### config.mk
export PLATFORM = sky130hd
export DESIGN_NAME = hilo_muldiv_controller
export DESIGN_NICKNAME = d
export VERILOG_FILES = /design/src/rtl/hilo_muldiv_controller.sv
export SDC_FILE = /design/constraint.sdc
export NUM_CORES = 1
export LEC_CHECK = 0
export CAP_MARGIN = 20
export CORE_MARGIN = 3
export CORE_UTILIZATION = 60
export DETAILED_ROUTE_END_ITERATION = 10
export PLACE_DENSITY = 0.83
export SYNTH_ARGS = -nofsm -noshare
export SYNTH_HDL_FRONTEND = slang
export SYNTH_SLANG_ARGS = --single-unit
### constraint.sdc
create_clock -name clk -period 4.8 [get_ports clk]
set_clock_uncertainty 0.1 [all_clocks]
set_input_delay 1.2 -clock clk [delete_from_list [all_inputs] [get_ports clk]]
set_output_delay 1.2 -clock clk [all_outputs]
set_load 0.005 [all_outputs]
### src/rtl/hilo_muldiv_controller.sv
// HI/LO multiply/divide unit: 32-step shift-add multiply and restoring divide
// with a final sign-fix cycle, plus MTHI/MTLO writes and a pipeline stall output.
module hilo_muldiv_controller #(
  parameter int XLEN = 32
) (
  input  logic            clk,
  input  logic            reset_n,
  input  logic            start,
  input  logic [4:0]      alu_control,
  input  logic [XLEN-1:0] op_a,
  input  logic [XLEN-1:0] op_b,
  input  logic            hilo_read,
  output logic            busy,
  output logic            stall,
  output logic            done,
  output logic            div_zero,
  output logic [XLEN-1:0] hi,
  output logic [XLEN-1:0] lo
);
  localparam logic [4:0] OP_MULT  = 5'b10000;
  localparam logic [4:0] OP_MULTU = 5'b10001;
  localparam logic [4:0] OP_DIV   = 5'b10010;
  localparam logic [4:0] OP_DIVU  = 5'b10011;
  localparam logic [4:0] OP_MTLO  = 5'b10101;
  localparam logic [4:0] OP_MTHI  = 5'b10110;
  localparam int CW = $clog2(XLEN);

  typedef enum logic [1:0] {S_IDLE, S_MUL, S_DIV, S_FIX} state_e;

  state_e            state_q, state_d;
  logic [CW-1:0]     cnt_q, cnt_d;
  logic [2*XLEN-1:0] acc_q, acc_d;
  logic [XLEN-1:0]   mag_q, mag_d;
  logic              neg_q, neg_d, rneg_q, rneg_d, is_div_q, is_div_d;
  logic [XLEN-1:0]   hi_q, hi_d, lo_q, lo_d;
  logic              done_q, done_d, dz_q, dz_d;

  // bit 0 of the op code is the "unsigned" flag for MULT/MULTU and DIV/DIVU
  logic            sgn, a_neg, b_neg;
  logic [XLEN-1:0] abs_a, abs_b;
  assign sgn   = ~alu_control[0];
  assign a_neg = sgn & op_a[XLEN-1];
  assign b_neg = sgn & op_b[XLEN-1];
  assign abs_a = a_neg ? -op_a : op_a;
  assign abs_b = b_neg ? -op_b : op_b;

  // multiply step: {hi_acc, multiplier} shifts right, multiplicand added into the top
  logic [XLEN:0]     mul_sum;
  logic [2*XLEN-1:0] mul_nxt;
  assign mul_sum = {1'b0, acc_q[2*XLEN-1:XLEN]} + (acc_q[0] ? {1'b0, mag_q} : {(XLEN+1){1'b0}});
  assign mul_nxt = {mul_sum, acc_q[XLEN-1:1]};

  // restoring divide step: {rem, quo} shifts left, trial-subtract the divisor
  logic [2*XLEN:0]   div_sh;
  logic [XLEN:0]     div_trial;
  logic [2*XLEN-1:0] div_nxt;
  assign div_sh    = {acc_q, 1'b0};
  assign div_trial = div_sh[2*XLEN:XLEN] - {1'b0, mag_q};
  assign div_nxt   = div_trial[XLEN] ? div_sh[2*XLEN-1:0]
                                     : {div_trial[XLEN-1:0], div_sh[XLEN-1:1], 1'b1};

  always_comb begin
    state_d  = state_q;
    cnt_d    = cnt_q;
    acc_d    = acc_q;
    mag_d    = mag_q;
    neg_d    = neg_q;
    rneg_d   = rneg_q;
    is_div_d = is_div_q;
    hi_d     = hi_q;
    lo_d     = lo_q;
    done_d   = 1'b0;
    dz_d     = 1'b0;
    case (state_q)
      S_IDLE: begin
        if (start) begin
          case (alu_control)
            OP_MULT, OP_MULTU: begin
              mag_d    = abs_a;
              acc_d    = {{XLEN{1'b0}}, abs_b};
              neg_d    = a_neg ^ b_neg;
              rneg_d   = 1'b0;
              is_div_d = 1'b0;
              cnt_d    = '0;
              state_d  = S_MUL;
            end
            OP_DIV, OP_DIVU: begin
              if (op_b == '0) begin
                done_d = 1'b1;
                dz_d   = 1'b1;
              end else begin
                mag_d    = abs_b;
                acc_d    = {{XLEN{1'b0}}, abs_a};
                neg_d    = a_neg ^ b_neg;
                rneg_d   = a_neg;
                is_div_d = 1'b1;
                cnt_d    = '0;
                state_d  = S_DIV;
              end
            end
            OP_MTLO: lo_d = op_a;
            OP_MTHI: hi_d = op_a;
            default: ;
          endcase
        end
      end
      S_MUL: begin
        acc_d = mul_nxt;
        cnt_d = cnt_q + 1'b1;
        if (cnt_q == CW'(XLEN-1)) state_d = S_FIX;
      end
      S_DIV: begin
        acc_d = div_nxt;
        cnt_d = cnt_q + 1'b1;
        if (cnt_q == CW'(XLEN-1)) state_d = S_FIX;
      end
      S_FIX: begin
        if (is_div_q) begin
          lo_d = neg_q  ? -acc_q[XLEN-1:0]      : acc_q[XLEN-1:0];
          hi_d = rneg_q ? -acc_q[2*XLEN-1:XLEN] : acc_q[2*XLEN-1:XLEN];
        end else begin
          {hi_d, lo_d} = neg_q ? -acc_q : acc_q;
        end
        done_d  = 1'b1;
        state_d = S_IDLE;
      end
      default: state_d = S_IDLE;
    endcase
  end

  always_ff @(posedge clk or negedge reset_n) begin
    if (!reset_n) begin
      state_q  <= S_IDLE;
      cnt_q    <= '0;
      acc_q    <= '0;
      mag_q    <= '0;
      neg_q    <= 1'b0;
      rneg_q   <= 1'b0;
      is_div_q <= 1'b0;
      hi_q     <= '0;
      lo_q     <= '0;
      done_q   <= 1'b0;
      dz_q     <= 1'b0;
    end else begin
      state_q  <= state_d;
      cnt_q    <= cnt_d;
      acc_q    <= acc_d;
      mag_q    <= mag_d;
      neg_q    <= neg_d;
      rneg_q   <= rneg_d;
      is_div_q <= is_div_d;
      hi_q     <= hi_d;
      lo_q     <= lo_d;
      done_q   <= done_d;
      dz_q     <= dz_d;
    end
  end

  assign busy     = (state_q != S_IDLE);
  assign stall    = busy & (hilo_read | start);
  assign done     = done_q;
  assign div_zero = dz_q;
  assign hi       = hi_q;
  assign lo       = lo_q;

endmodule

==> flow_summary.ini <==
[setup_path]
ff2ff_setup_slack_ns = 0.59
crit_fanout = 17
ff2ff_path_depth = 14
setup.worst_path.start_class = flop
critical_path_class = reg2reg
crit_start = acc_q[0]
worstReg2RegStart = acc_q[0]
rr_endpoint = acc_q[63]
cp-endpoint = acc_q[63]
worstPathArrival_ns = 4.43
cp.required_ns = 5.02
endpoint_kind = flop

[logic_synthesis]
synthAdderAreaFrac_pct = 6.35
synth.distinct_cells = 86
yosys_most_used_dff = dfrtp_1
synth_top_family_by_area = compound AO/OA/AOI/OAI gates
syn_area_mm2 = 0.0154
synth.most_common_cell = nand2_1
synth_simple_gate_area_share_pct = 20.6
synth_edf_count = 0
synth_common_cells = nand2_1, nor2_1, a21oi_1
synth_top_area_share_pct = 27.9
synth-xor-area-share_pct = 9.50
syn_inst = 2027
ys_top_cells_by_area = dfrtp_1, a21oi_1, o21ai_0
async_flop_share_pct = 100
synthMuxAreaShare_pct = 2.57
ys_ff_latch = 172
syn_nets = 2177
synth_compound_area_share_pct = 27.6
ys_warn_count = 0
syn_avg_cell_area_um2 = 7.60
synth_top_cell_by_area = dfrtp_1
synth-seq-area-share_pct = 27.9

[worst_hold_path]
holdCritPathClass = reg2reg
min_path_cells = 1

[placed_design]
numPortBuffers = 140
dp.cells = 2428
dpl.hpwl_mm = 42.0
routabilityCongestion = 1.02

[timing]
finalHoldViolCount = 0
fmax_ghz = 0.238
setup_tns_ns = 0
slew_headroom_pct = 33.3
worstMarginPinSlew_ns = 1.00
rsz0062_at_grt = no
slew_violations = 0
post-route-period-util_pct = 87.7
setup_viol = 0
finalCriticalPeriod_ns = 4.21

[detailed_routing]
drt_wl_total_mm = 54.9
drc = 0
first_pass_iters = 6
ant_nets = 0
via_per_inst = 6.65
via_count = 16400
drt-initial-drc-count = 2344
wl_per_cell_um = 22.3

[pwr]
p_per_area_mw_per_mm2 = 750
vdd_drop_max_mv = 0.483
p_int_w = 0.00640
p_seq_share_pct = 22.3
p_switching_w = 0.00692
p_leak_nw = 7.71
p_sw_share_pct = 52.0
power_frac_clock_pct = 10.5
power_frac_comb_pct = 67.2

[clock_tree]
cts_tree = built
clk_latency_ns = 0.45
htree_levels = 4
cts.path.max_buffers = 2
cts_hold_buf = 0
clockRootBuffer = clkbuf_16
clock-sinks = 172
cts.clk_slew.worst_paths_ns = 0.08
cts-resized-gates = 0
post_cts_buffers = 0
cts_made_buffers = 17

[floorplan]
die_area_mm2 = 0.0276
core_mm2 = 0.0252
die_y_um = 166
dieWidth_um = 166
core.rowCount = 58
ios = 141
start_util_pct = 61.2

[global_routing]
grt_first_pass_wirelength_mm = 84.2
grt_use_met1_pct = 54.8
grt_max_degree = 101
grt_util_all_layers_pct = 38.2
grtUsageMet3_pct = 8.69
grt_pass1_vias = 14900
met2_usage_pct = 57.1
top_usage_layer = met2
antenna_found_initial = 0
overflow = 0

[finish]
instances_no_fill = 2461
drive_gt1_share_pct = 5.96
fin_nets = 2268
fill_cells = 2032
num_antenna_cells = 0
synthToLayoutAreaGrowth_pct = 15.2

[flow_run]
cap_violations = 0

[outcome]
status = finished, final reports clean
-- kinds of logic (layout without fill, tap and decap cells) --
kind of cell / count (synthesis) / after routing
fa+ha+maj: 77 / 77
buf+inv: 193 / 297
compound gates: 686 / 686
xor+xnor: 167 / 167
simple gates: 693 / 693
mux: 39 / 39
flops: 172 / 172
-- worst min-delay path by stage --
stage | from | to | slack [ns]
floorplan | cnt_q[4] | cnt_q[4] | 0.34
global placement | cnt_q[4] | cnt_q[4] | 0.36
detailed placement | lo[3] | lo[3] | 0.37
CTS | lo[3] | lo[3] | 0.38
global route | lo[3] | lo[3] | 0.39
finish | lo[13] | lo[13] | 0.38
-- final cells by class --
class | instances | area [µm²] | share of cell area [%]
Clock buffer | 19 | 443 | 2.50
Clock inverter | 13 | 124 | 0.698
Inverter | 69 | 259 | 1.46
Multi-Input combinational cell | 1662 | 10300 | 58.1
Sequential cell | 172 | 4300 | 24.3
Tap cell | 330 | 413 | 2.33
Timing Repair Buffer | 196 | 1890 | 10.6
-- state kept, by name, indices dropped and copies added (netlist names) --
signal,count
cnt_q,5
hi,32
lo,32
acc_q,64
rneg_q,1
done,1
div_zero,1
mag_q,32
state_q,2
neg_q,1
is_div_q,1
-- critical path: stages, from the launching register on --
cell,delay (ns)
dfrtp_1,0.39
inv_1,0.49
buf_4,0.22
buf_4,0.26
nor2_1,0.08
ha_1,0.36
a21oi_1,0.16
nor2b_1,0.08
o41a_1,0.34
a2111oi_1,0.70
buf_4,0.26
nor3_1,0.06
o31a_1,0.30
o211ai_1,0.18
o211ai_1,0.10
-- per-stage QoR --
step | hold WS [ns] | cell area, µm² | power [W] | utilization [%] | worst slack, ns
6_report | 0.379 | 17700 | 0.0133 | 70.5 | 0.590
3_5_place_dp | 0.365 | 17200 | 0.0116 | 68.1 | 0.317
2_1_floorplan | 0.344 | 15400 | 0.00881 | - | 1.24
5_1_grt | 0.390 | 17700 | 0.0142 | 70.5 | 0.522
3_3_place_gp | 0.357 | 17200 | 0.0113 | 68.1 | 0.388
4_1_cts | 0.382 | 17700 | 0.0130 | 70.4 | 0.762
-- per-layer routing --
| layer | vias to the layer above | routed length, µm |
|---|---|---|
| li1 | 7437 | - |
| met1 | 7697 | 22300 |
| met2 | 1087 | 23500 |
| met3 | 135 | 7060 |
| met4 | 0 | 1950 |
| met5 | - | 0 |
-- power by group through the flow --
stage               Combinational, W  Clock [W]  Sequential [W]
floorplan                    0.00618          0         0.00263
global placement             0.00844          0         0.00291
detailed placement           0.00866          0         0.00294
CTS                          0.00872    0.00139         0.00292
global route                 0.00973    0.00145         0.00303
finish                       0.00895    0.00139         0.00298
-- placed cells by master (no fill, tap or decap), types with 7 or more instances in the layout --
cell type / n
a22oi_1: 28
a31oi_1: 36
or4_1: 10
and3_1: 14
nand2_1: 257
nand2b_1: 15
a211oi_1: 23
nor2b_1: 16
o31ai_1: 22
a22o_1: 13
and2_1: 11
xor2_1: 85
mux2i_1: 38
a21oi_1: 197
nor3_1: 39
o21ai_0: 196
dfrtp_1: 172
inv_1: 68
o21a_1: 8
nand4_1: 9
a21o_1: 49
buf_4: 51
o211ai_1: 13
o41ai_1: 11
or3_1: 22
nor4_1: 14
clkbuf_16: 17
nor2_1: 209
nor3b_1: 7
nand3_1: 36
clkdlybuf4s50_1: 139
o221ai_1: 8
ha_1: 73
xnor2_1: 82
o21ai_1: 16
(Power assumes the default switching activity.)
